==> src/rtl/ring_phase_monitor.sv <==
// rtl/ring_phase_monitor.sv - phase tracker and sequence checker for a 5-bit one-hot ring
// Optional revolution counter enabled by defining RING_MON_REV_COUNT_EN.
module ring_phase_monitor #(
    parameter int REV_W = 8
) (
    input  logic             clk,
    input  logic             preset,
    input  logic [4:0]       ring,
    input  logic             clr_err,
    output logic [2:0]       phase,
    output logic             phase_valid,
    output logic [REV_W-1:0] rev_count,
    output logic             rev_wrap,
    output logic             fault,
    output logic [4:0]       err_pattern
);

    typedef enum logic [1:0] {IDLE, TRACK, FAULT} state_t;

    state_t     state;
    logic [4:0] prev;
    logic       one_hot;
    logic [2:0] hot_idx;
    logic [4:0] rot;

    always_comb begin
        one_hot = $onehot(ring);
        hot_idx = 3'd0;
        for (int i = 0; i < 5; i++) begin
            if (ring[i]) hot_idx = 3'(i);
        end
        // Upstream shifter moves bit i to bit i+1, bit 4 wraps to bit 0.
        rot = {prev[3:0], prev[4]};
    end

    always_ff @(posedge clk or posedge preset) begin
        if (preset) begin
            state       <= IDLE;
            prev        <= 5'd0;
            phase       <= 3'd0;
            phase_valid <= 1'b0;
            fault       <= 1'b0;
            err_pattern <= 5'd0;
        end else begin
            case (state)
                IDLE: begin
                    if (ring == 5'd0) begin
                        phase_valid <= 1'b0;
                    end else if (one_hot) begin
                        state       <= TRACK;
                        phase       <= hot_idx;
                        phase_valid <= 1'b1;
                        prev        <= ring;
                    end else begin
                        state       <= FAULT;
                        fault       <= 1'b1;
                        err_pattern <= ring;
                    end
                end
                TRACK: begin
                    if (ring == prev) begin
                        state <= TRACK;
                    end else if (ring == rot) begin
                        phase <= (phase == 3'd4) ? 3'd0 : phase + 3'd1;
                        prev  <= ring;
                    end else if (ring == 5'd0) begin
                        state       <= IDLE;
                        phase       <= 3'd0;
                        phase_valid <= 1'b0;
                        prev        <= 5'd0;
                    end else begin
                        state       <= FAULT;
                        phase       <= 3'd0;
                        phase_valid <= 1'b0;
                        prev        <= 5'd0;
                        fault       <= 1'b1;
                        err_pattern <= ring;
                    end
                end
                FAULT: begin
                    if (clr_err) begin
                        state       <= IDLE;
                        fault       <= 1'b0;
                        err_pattern <= 5'd0;
                    end
                end
                default: begin
                    state <= IDLE;
                end
            endcase
        end
    end

`ifdef RING_MON_REV_COUNT_EN
    logic rev_bump;

    // A revolution completes on the legal advance out of bit 4 into bit 0.
    assign rev_bump = (state == TRACK) && (ring != prev) && (ring == rot) && prev[4];

    always_ff @(posedge clk or posedge preset) begin
        if (preset) begin
            rev_count <= '0;
            rev_wrap  <= 1'b0;
        end else begin
            rev_wrap <= rev_bump && (&rev_count);
            if (rev_bump) rev_count <= rev_count + 1'b1;
        end
    end
`else
    assign rev_count = '0;
    assign rev_wrap  = 1'b0;
`endif

endmodule

==> config.mk <==
export PLATFORM = sky130hd
export DESIGN_NAME = ring_phase_monitor
export DESIGN_NICKNAME = d
export VERILOG_FILES = /design/src/rtl/ring_phase_monitor.sv
export SDC_FILE = /design/constraint.sdc
export NUM_CORES = 1
export LEC_CHECK = 0
export CORE_MARGIN = 5
export CORE_UTILIZATION = 30
export DETAILED_ROUTE_END_ITERATION = 8
export GPL_ROUTABILITY_DRIVEN = 0
export GPL_TIMING_DRIVEN = 1
export HOLD_SLACK_MARGIN = 0.02
export PLACE_DENSITY = 0.56
export REMOVE_ABC_BUFFERS = 1
export SYNTH_ARGS = -nofsm -noshare
export SYNTH_HDL_FRONTEND = slang
export SYNTH_SLANG_ARGS = --single-unit
==> constraint.sdc <==
create_clock -name clk -period 1.8 [get_ports clk]
set_input_delay 0.36 -clock clk [delete_from_list [all_inputs] [get_ports clk]]
set_output_delay 0.36 -clock clk [all_outputs]
set_load 0.01 [all_outputs]
# Word level (Yosys, flattened, before mapping)
# Index checks and enable logic that the tools add are counted.
[word_totals] register_bits=17 latch_bits=0 ramBits=0 romBits=0 input_bits=8 output_inout_bits=19 word_cells=75 n_memories=0
[classes] add_sub_neg=5 mul=0 div_mod_pow=0 n_lt_le_gt_ge=0 n_eq_ne=15 shift=0 muxes=41 n_bitwise=0 reduce_logical=8
[op_table] operator="5-bit 2-to-1 mux" n=10
[op_table] operator="3-bit 2-to-1 mux" n=8
[op_table] operator="5-bit case mux with 3 select lines" n=1
[op_table] operator="2-bit != test, second input constant" n=7
[op_table] operator="2-bit 2-to-1 mux" n=6
[op_table] operator="1-bit 2-to-1 mux" n=11
[op_table] operator="5-bit equality test" n=2
[op_table] operator="5-bit case mux with 2 select lines" n=1
[op_table] operator="4-bit AND reduction" n=2
[op_table] operator="7-bit AND reduction" n=1
[op_table] operator="3-bit != test, second input constant" n=2
[op_table] operator="2-bit case mux with 3 select lines" n=1
[op_table] operator="3-bit case mux with 2 select lines" n=1
[op_table] operator="5-bit zero test" n=1
[op_table] operator="1-bit by 1-bit adder with 2-bit output" n=2
[op_table] operator="2-bit by 2-bit adder with 3-bit output" n=1
[op_table] operator="3-bit by 1-bit adder with 3-bit output" n=1
[op_table] operator="3-bit by 1-bit adder with 3-bit output, second input constant" n=1
[op_table] operator="3-bit by 1-bit equality test with 1-bit output, second input constant" n=1
[op_table] operator="3-bit equality test, second input constant" n=1
[op_table] operator="1-bit case mux with 3 select lines" n=1
[op_table] operator="3-bit AND reduction" n=1
[op_table] operator="3-bit nonzero test" n=1
[op_table] operator="2-bit by 1-bit equality test with 1-bit output, second input constant" n=1
[op_table] operator="4 further kinds" n=4

# Longest topological paths before layout
[depth] depth_word=7 mapped_depth=11 ltp_nobuf=10

# Worst setup path after synthesis
# No wires, ideal clock.
[synth_path] kind="in2reg" from="input ring[3]" to="register err_pattern[0]" setup_time_ps=137 t_arrival_ps=2650 required_ps=1663 slack_ps=-988 cell_stages=11 path_cell_list="buf_2 inv_1 fa_1 inv_1 fa_1 ha_1 nor4b_4 nor3_1 a21oi_1 a211oi_4 mux2i_1"
[synth_between] elab_chain_cells=6 word_cells_on_any_way=13 classes_between="3 x add/sub; 8 x eq/ne; 2 x reduce/logical"
[synth_rtl] element="from (decl)" line_no="8" source="input logic [4:0] ring,"
[synth_rtl] element="1-bit by 1-bit adder with 2-bit output (implied by the code)" line_no="27" source="one_hot = $onehot(ring);"
[synth_rtl] element="2-bit by 2-bit adder with 3-bit output (implied by the code)" line_no="27"
[synth_rtl] element="3-bit by 1-bit adder with 3-bit output (implied by the code)" line_no="27"
[synth_rtl] element="3-bit by 1-bit equality test with 1-bit output" line_no="27"
[synth_rtl] element="2-bit != test (no line)"
[synth_rtl] element="7-bit AND reduction (no line) (*)"
[synth_rtl] element="to (signal assigned)" line_no="57" source="err_pattern <= ring;"
[synth_rtl] element="to (signal assigned)" line_no="77" source="err_pattern <= ring;"
[synth_rtl] element="to (decl)" line_no="15" source="output logic [4:0] err_pattern"
# Every way passes the cells marked *; elsewhere a longest branch is shown, timed or not.
# A chain may end at the register's enable or synchronous reset.

# Worst setup path in the final report
[layout_path] from="input ring[3]" to="register err_pattern[2]"
# The elaborated chain is that of the path after synthesis.

==> results.yml <==
setup_path:
  reg2reg_slack_ps: 80
  path_max_fanout: 6
  worstPathArrival_ps: 2510
  crit_path_end: "err_pattern[2]$_DFFE_PP0P_"
  slowest_delay_ps: 540
  worstSetupPathType: "in -> reg"
  cp.required_ps: 1980
  reg2reg_to: "prev[4]$_DFFE_PP0P_"
  critPathLaunchType: "input pin"
  cp-startpoint: "ring[3]"
  worst_setup_path_end_kind: "flop"
  path_cells: "buf_8, inv_4, fa_1, inv_2, fa_2, ha_4, nor4b_4, nor3_2, a21oi_2, a211oi_4, buf_12, mux2i_1"
  crit_slowest_cell: "fa_1"
  reg2reg_depth: 5
  r2r-start: "prev[3]$_DFFE_PP0P_"
  worst-path-stages: 12
  cp_top_family: "adder cells"
  cp_num_buf_inv: 4
yosys:
  ys_seq_area_frac: 0.338
  synthXorXnorAreaFrac: 0.0756
  netlist_instances: 124
  syn_area_per_cell_sq_um: 10.1
  synth_top_family_by_area: "compound AO/OA/AOI/OAI gates"
  synthSimpleGateAreaFrac: 0.156
  synth_compound_area_frac: 0.167
  synth_fa_ha_area_frac: 0.0716
  syn_area_sq_um: 1260
  synth_cell_types: 38
  ys_ff_latch: 17
  muxShareOfSynthArea: 0.0637
  yosysWarnings: 0
finish:
  mostFrequentLayoutCells: "dfrtp_1, buf_4, clkdlybuf4s50_1, inv_1, conb_1"
  area_delta_synth_final_pct: 33.7
  final_cells: 208
  final_util: 0.417
  mostFrequentLayoutCell: "dfrtp_1"
  drive_gt1_frac: 0.310
  fin_nets: 173
  antenna_cells: 0
global_route:
  grt_first_pass_wirelength_um: 4800
  track_usage: 0.113
  grt_start_max_net_pins: 18
  grt_pass1_vias: 1016
  antenna_found_initial: 0
  grt_overflow_total: 0
route:
  avgViaCountPerCell: 4.46
  drt_drc_violations_left: 0
  antenna_left: 0
  routed_wl_um: 2840
  drt_first_pass_iters: 4
  wl_per_cell_um: 13.6
  dr.first_iter.drc_count: 42
  routed-via-count: 927
status:
  status: "complete, but fails checks"
  violations: "negative setup slack"
power:
  p_leak_nw: 0.794
  cellPowerDensity_nw_per_um2: 1360
  ir_worst_vdd_mv: 0.700
timing:
  period_needed_ps: 2330
  finalHoldViolCount: 0
  setup_viol_count_final: 17
  rsz0062_at_grt: "yes"
  setup_ws_ps: -528
  final.setup_skew_ps: 0.965
  fin_crit_sh: 1.29
  fmax_ghz: 0.429
  drv_slew: 0
  fin_tns_setup_ps: -7980
clocking:
  h-tree-depth: 1
  clk_latency_ps: 250
  cts_buffers: 3
  root_buffer: "clkbuf_8"
  cts_buffer_depth: 2
  cts_tree: "done"
  clock-sinks: 17
  hold_buffers: 0
  clk_pin_slew_worst_paths_ps: 70
die:
  die_w_um: 74.7
  io_pins: 27
  die_y_um: 74.7
  core-area_sq_um: 4030
  initial_utilization: 0.312
  die-area_sq_um: 5590
  rows: 23
place:
  hpwl_um: 2140
  dp_cells: 204
  numPortBuffers: 17
min_path:
  hp-class: "in -> async"
job:
  drv_cap: 0
Yosys cell counts, drive strengths merged:
master | count | share of area
xor2 | 2 | 0.014
xnor2 | 8 | 0.062
a21oi | 7 | 0.028
a2bb2oi | 1 | 0.021
o22ai | 2 | 0.0099
clkbuf | 1 | 0.0040
buf | 12 | 0.073
fa | 2 | 0.032
nand2 | 8 | 0.024
nor4b | 2 | 0.031
nor3 | 3 | 0.025
a22o | 6 | 0.042
mux2i | 8 | 0.064
ha | 4 | 0.040
or2 | 1 | 0.0050
nand3 | 2 | 0.012
nor2b | 2 | 0.016
o21ai | 2 | 0.0080
a32oi | 1 | 0.0070
conb | 1 | 0.0030
inv | 16 | 0.048
a22oi | 1 | 0.0060
and2 | 2 | 0.0099
nor2 | 8 | 0.024
o41ai | 1 | 0.022
nand2b | 1 | 0.0050
a211oi | 1 | 0.016
or3 | 1 | 0.0050
dfrtp | 17 | 0.34
a21bo | 1 | 0.0080
routing by layer:
layer | vias up | GRT usage | wire, um
met5 | - | 0 | 0
li1 | 458 | - | -
met3 | 4 | 0.0200 | 100
met1 | 443 | 0.142 | 1210
met2 | 22 | 0.199 | 1510
met4 | 0 | 0.0296 | 18
flip-flops by register name (all words and copies together) (netlist names):
signal,cells
phase_valid,1
err_pattern,5
fault,1
prev,5
state,2
phase,3
layout make-up:
type                       instances  area [sq um]
timing repair buffer              35           332
sequential                        17           425
multi-input combinational         86           753
clock inverter                     1          5.00
inverter                          16          62.6
fill                             415          2350
tap                               50          62.6
clock buffer                       3          41.3
worst min-delay path by stage:
stage,slack [ps],end,cells after the start
after floorplan,290,err_pattern[0]$_DFFE_PP0P_,1
after global placement,510,err_pattern[0]$_DFFE_PP0P_,2
after detailed placement,510,err_pattern[0]$_DFFE_PP0P_,2
after CTS,420,state[1]$_DFFE_PP0P_,3
after global routing,460,state[1]$_DFFE_PP0P_,3
final,410,fault$_DFFE_PP0P_,3
where the power goes:
part	total, mW	switching (mW)	internal, mW	leakage, nW
clock network	0.291	0.138	0.154	0.0255
logic	1.28	0.579	0.697	0.554
registers	0.726	0.169	0.557	0.214
cells by family (layout without fill, tap and decap cells):
family / after synthesis / count (layout)
xor+xnor: 10 / 10
mux: 8 / 8
simple gates: 30 / 30
compound gates: 23 / 23
fa+ha+maj: 6 / 6
other cells: 1 / 9
buf+inv: 29 / 55
flops: 17 / 17
timing repair:
action / in CTS / in global routing
gates cloned: 0 / 0
endpoints found under the setup margin: 17 / 17
hold endpoints to repair: 0 / 0
pin swaps: 10 / 5
buffers inserted: 1 / 1
gates resized for setup: 27 / 2
worst register-to-register path: stages (launching register included):
cell and delay, ps:
dfrtp_1 420, xor2_1 260, nor3_4 80, buf_12 140
o41ai_4 520, a22o_1 240
stage by stage:
| stage | hold slack (ps) | setup slack [ps] | area, sq um | power [mW] |
|---|---|---|---|---|
| global placement | 513 | -1400 | 1570 | 1.88 |
| detailed placement | 509 | -1460 | 1570 | 1.90 |
| finish | 415 | -528 | 1680 | 2.29 |
| CTS | 421 | -624 | 1670 | 2.30 |
| global route | 460 | -618 | 1680 | 2.47 |
| floorplan | 286 | -871 | 1190 | 1.42 |
Power figures use the tool's default switching activity.
==> RTL change: new RTL, same settings <==
Build with the macro `RING_MON_REV_COUNT_EN` defined.
--- a/src/rtl/ring_phase_monitor.sv
+++ b/src/rtl/ring_phase_monitor.sv
@@ -1,5 +1,7 @@
 // rtl/ring_phase_monitor.sv - phase tracker and sequence checker for a 5-bit one-hot ring
 // Optional revolution counter enabled by defining RING_MON_REV_COUNT_EN.
+`define RING_MON_REV_COUNT_EN
+
 module ring_phase_monitor #(
     parameter int REV_W = 8
 ) (
Behaviour: not the same (a bounded check fails within 4 cycles, from zero or initial values and one cycle with preset high).
==> RTL change against the unedited design <==
The flow still finishes with violations (setup timing); clock power up 15%; critical path depth up 1; non-clock buffer count is 33 higher; synthesized area is 21% higher; sequential power grew 28%; routed wire length rose by 45%; sequential cell count grew 9; setup slack lost 0.36 ns; power up 27%; cell area grew 42%; clock skew up 0.0022 ns; critical path type unchanged; critical endpoint is now err_pattern[1].
==> RTL change: results (changes against the unedited design) <==
• **result of the run** finished with violations
• **violations in the final reports** setup timing
• **ratio of cells with drive above 1 in the final layout** 40.2%, +9.2 points
• **number of multi-input combinational cells in the layout** 99, +15%
• **first-pass GRT wire length** 6.98 mm, +45%
• **Setup violations, final** 19, +2
• **placed wire-length estimate after detailed placement** 2.98 mm, +39%
• **insertion delay of the later-clocked pin in the worst-skew pair** 0.27 ns, +0.02 ns
• **pin count of the biggest net entering global routing** 27, +9
• **count of unique library cells instantiated by Yosys** 40, +5.3%
• **mux cell area share after synthesis** 5.00%, -1.4 points
• **clock slew at the register clock pins of the worst setup and hold paths** 0.09 ns, +0.02 ns
• **nonclk buf count** 68, +94%
• **leading cell types by total area after synthesis** sky130_fd_sc_hd__dfrtp_1 (43%), sky130_fd_sc_hd__xor2_1 (6.9%), sky130_fd_sc_hd__ha_1 (4.1%)
• **Place WS** -1.65 ns, -0.185 ns
• **depth of the worst register-to-register path** 7, +2
• **share of the synthesized area in compound gates (AO/OA/AOI/OAI)** 15.5%, -1.2 points
• **Worst Setup Slack, final** -0.885 ns, -0.356 ns
• **drt wl/cell** 14.7 µm, +7.8%
• **worst min path class** in2reg
• **xor/xnor share of the synthesized area** 9.75%, +2.2 points
• **sw power** 1050 µW, +18%
• **post-synthesis adder-cell area fraction** 6.72%, -0.44 points
• **average vias per placed instance** 4.68, +5.0%
• **Nets** 226, +31%
• **Worst R2R Start** prev[4]
• **Clock Power Share** 11.5%, -1.2 points
• **PostCTS Resize Cnt** 48, +78%
• **maximum fanout along the worst path** 5, -1
• **filler instances** 472, +14%
• **FF+latch count** 26, +9
• **multi-input combinational cell area** 956 µm², +27%
• **met1 WL** 1.95 mm, +61%
• **capturing instance or port of the critical path** err_pattern[1]
• **Placed Instance Area** 2080 µm², +33%
• **post-CTS setup buffers** 7, +6
• **setup slack of the most critical reg-to-reg path** -0.03 ns, -0.11 ns
• **routed wl met3** 114 µm, +14%
• **overall global routing resource usage** 13.7%, +2.4 points
• **via count of the first global-routing pass** 1437, +41%
• **Reg area** 651 µm², +53%
• **portion of the layout cell area used by non-clock buffers** 25.2%, +5.4 points
• **Setup TNS** -12.34 ns, -4.36 ns
• **DR WL met2** 2.00 mm, +32%
• **Iter 0 DRT Violations** 62, +48%
[RTL change: cell types whose count changed after synthesis, moves of 4 or more]
cell	delta
sky130_fd_sc_hd__buf_4	-10
sky130_fd_sc_hd__xor2_1	+10
sky130_fd_sc_hd__dfrtp_1	+9
sky130_fd_sc_hd__a22o_1	-6
sky130_fd_sc_hd__mux2i_1	-6
sky130_fd_sc_hd__nor3_1	+6
sky130_fd_sc_hd__a22o_2	+5
sky130_fd_sc_hd__mux2_2	+5
sky130_fd_sc_hd__a21oi_1	-4
[RTL change: per-stage QoR]
stage	instances	util [%]	hold slack, ns
2_1_floorplan	138	-	0.400
3_3_place_gp	268	41.6	0.473
6_report	279	47.7	0.440
4_1_cts	277	46.1	0.444
3_5_place_dp	268	41.6	0.490
5_1_grt	279	47.7	0.429
[RTL change: routing by layer]
layer / GRT usage, % / vias up
met4: 5.57 / 0
met3: 2.11 / 4
met1: 18.6 / 646
met2: 21.7 / 18
li1: - / 637
met5: 0 / -
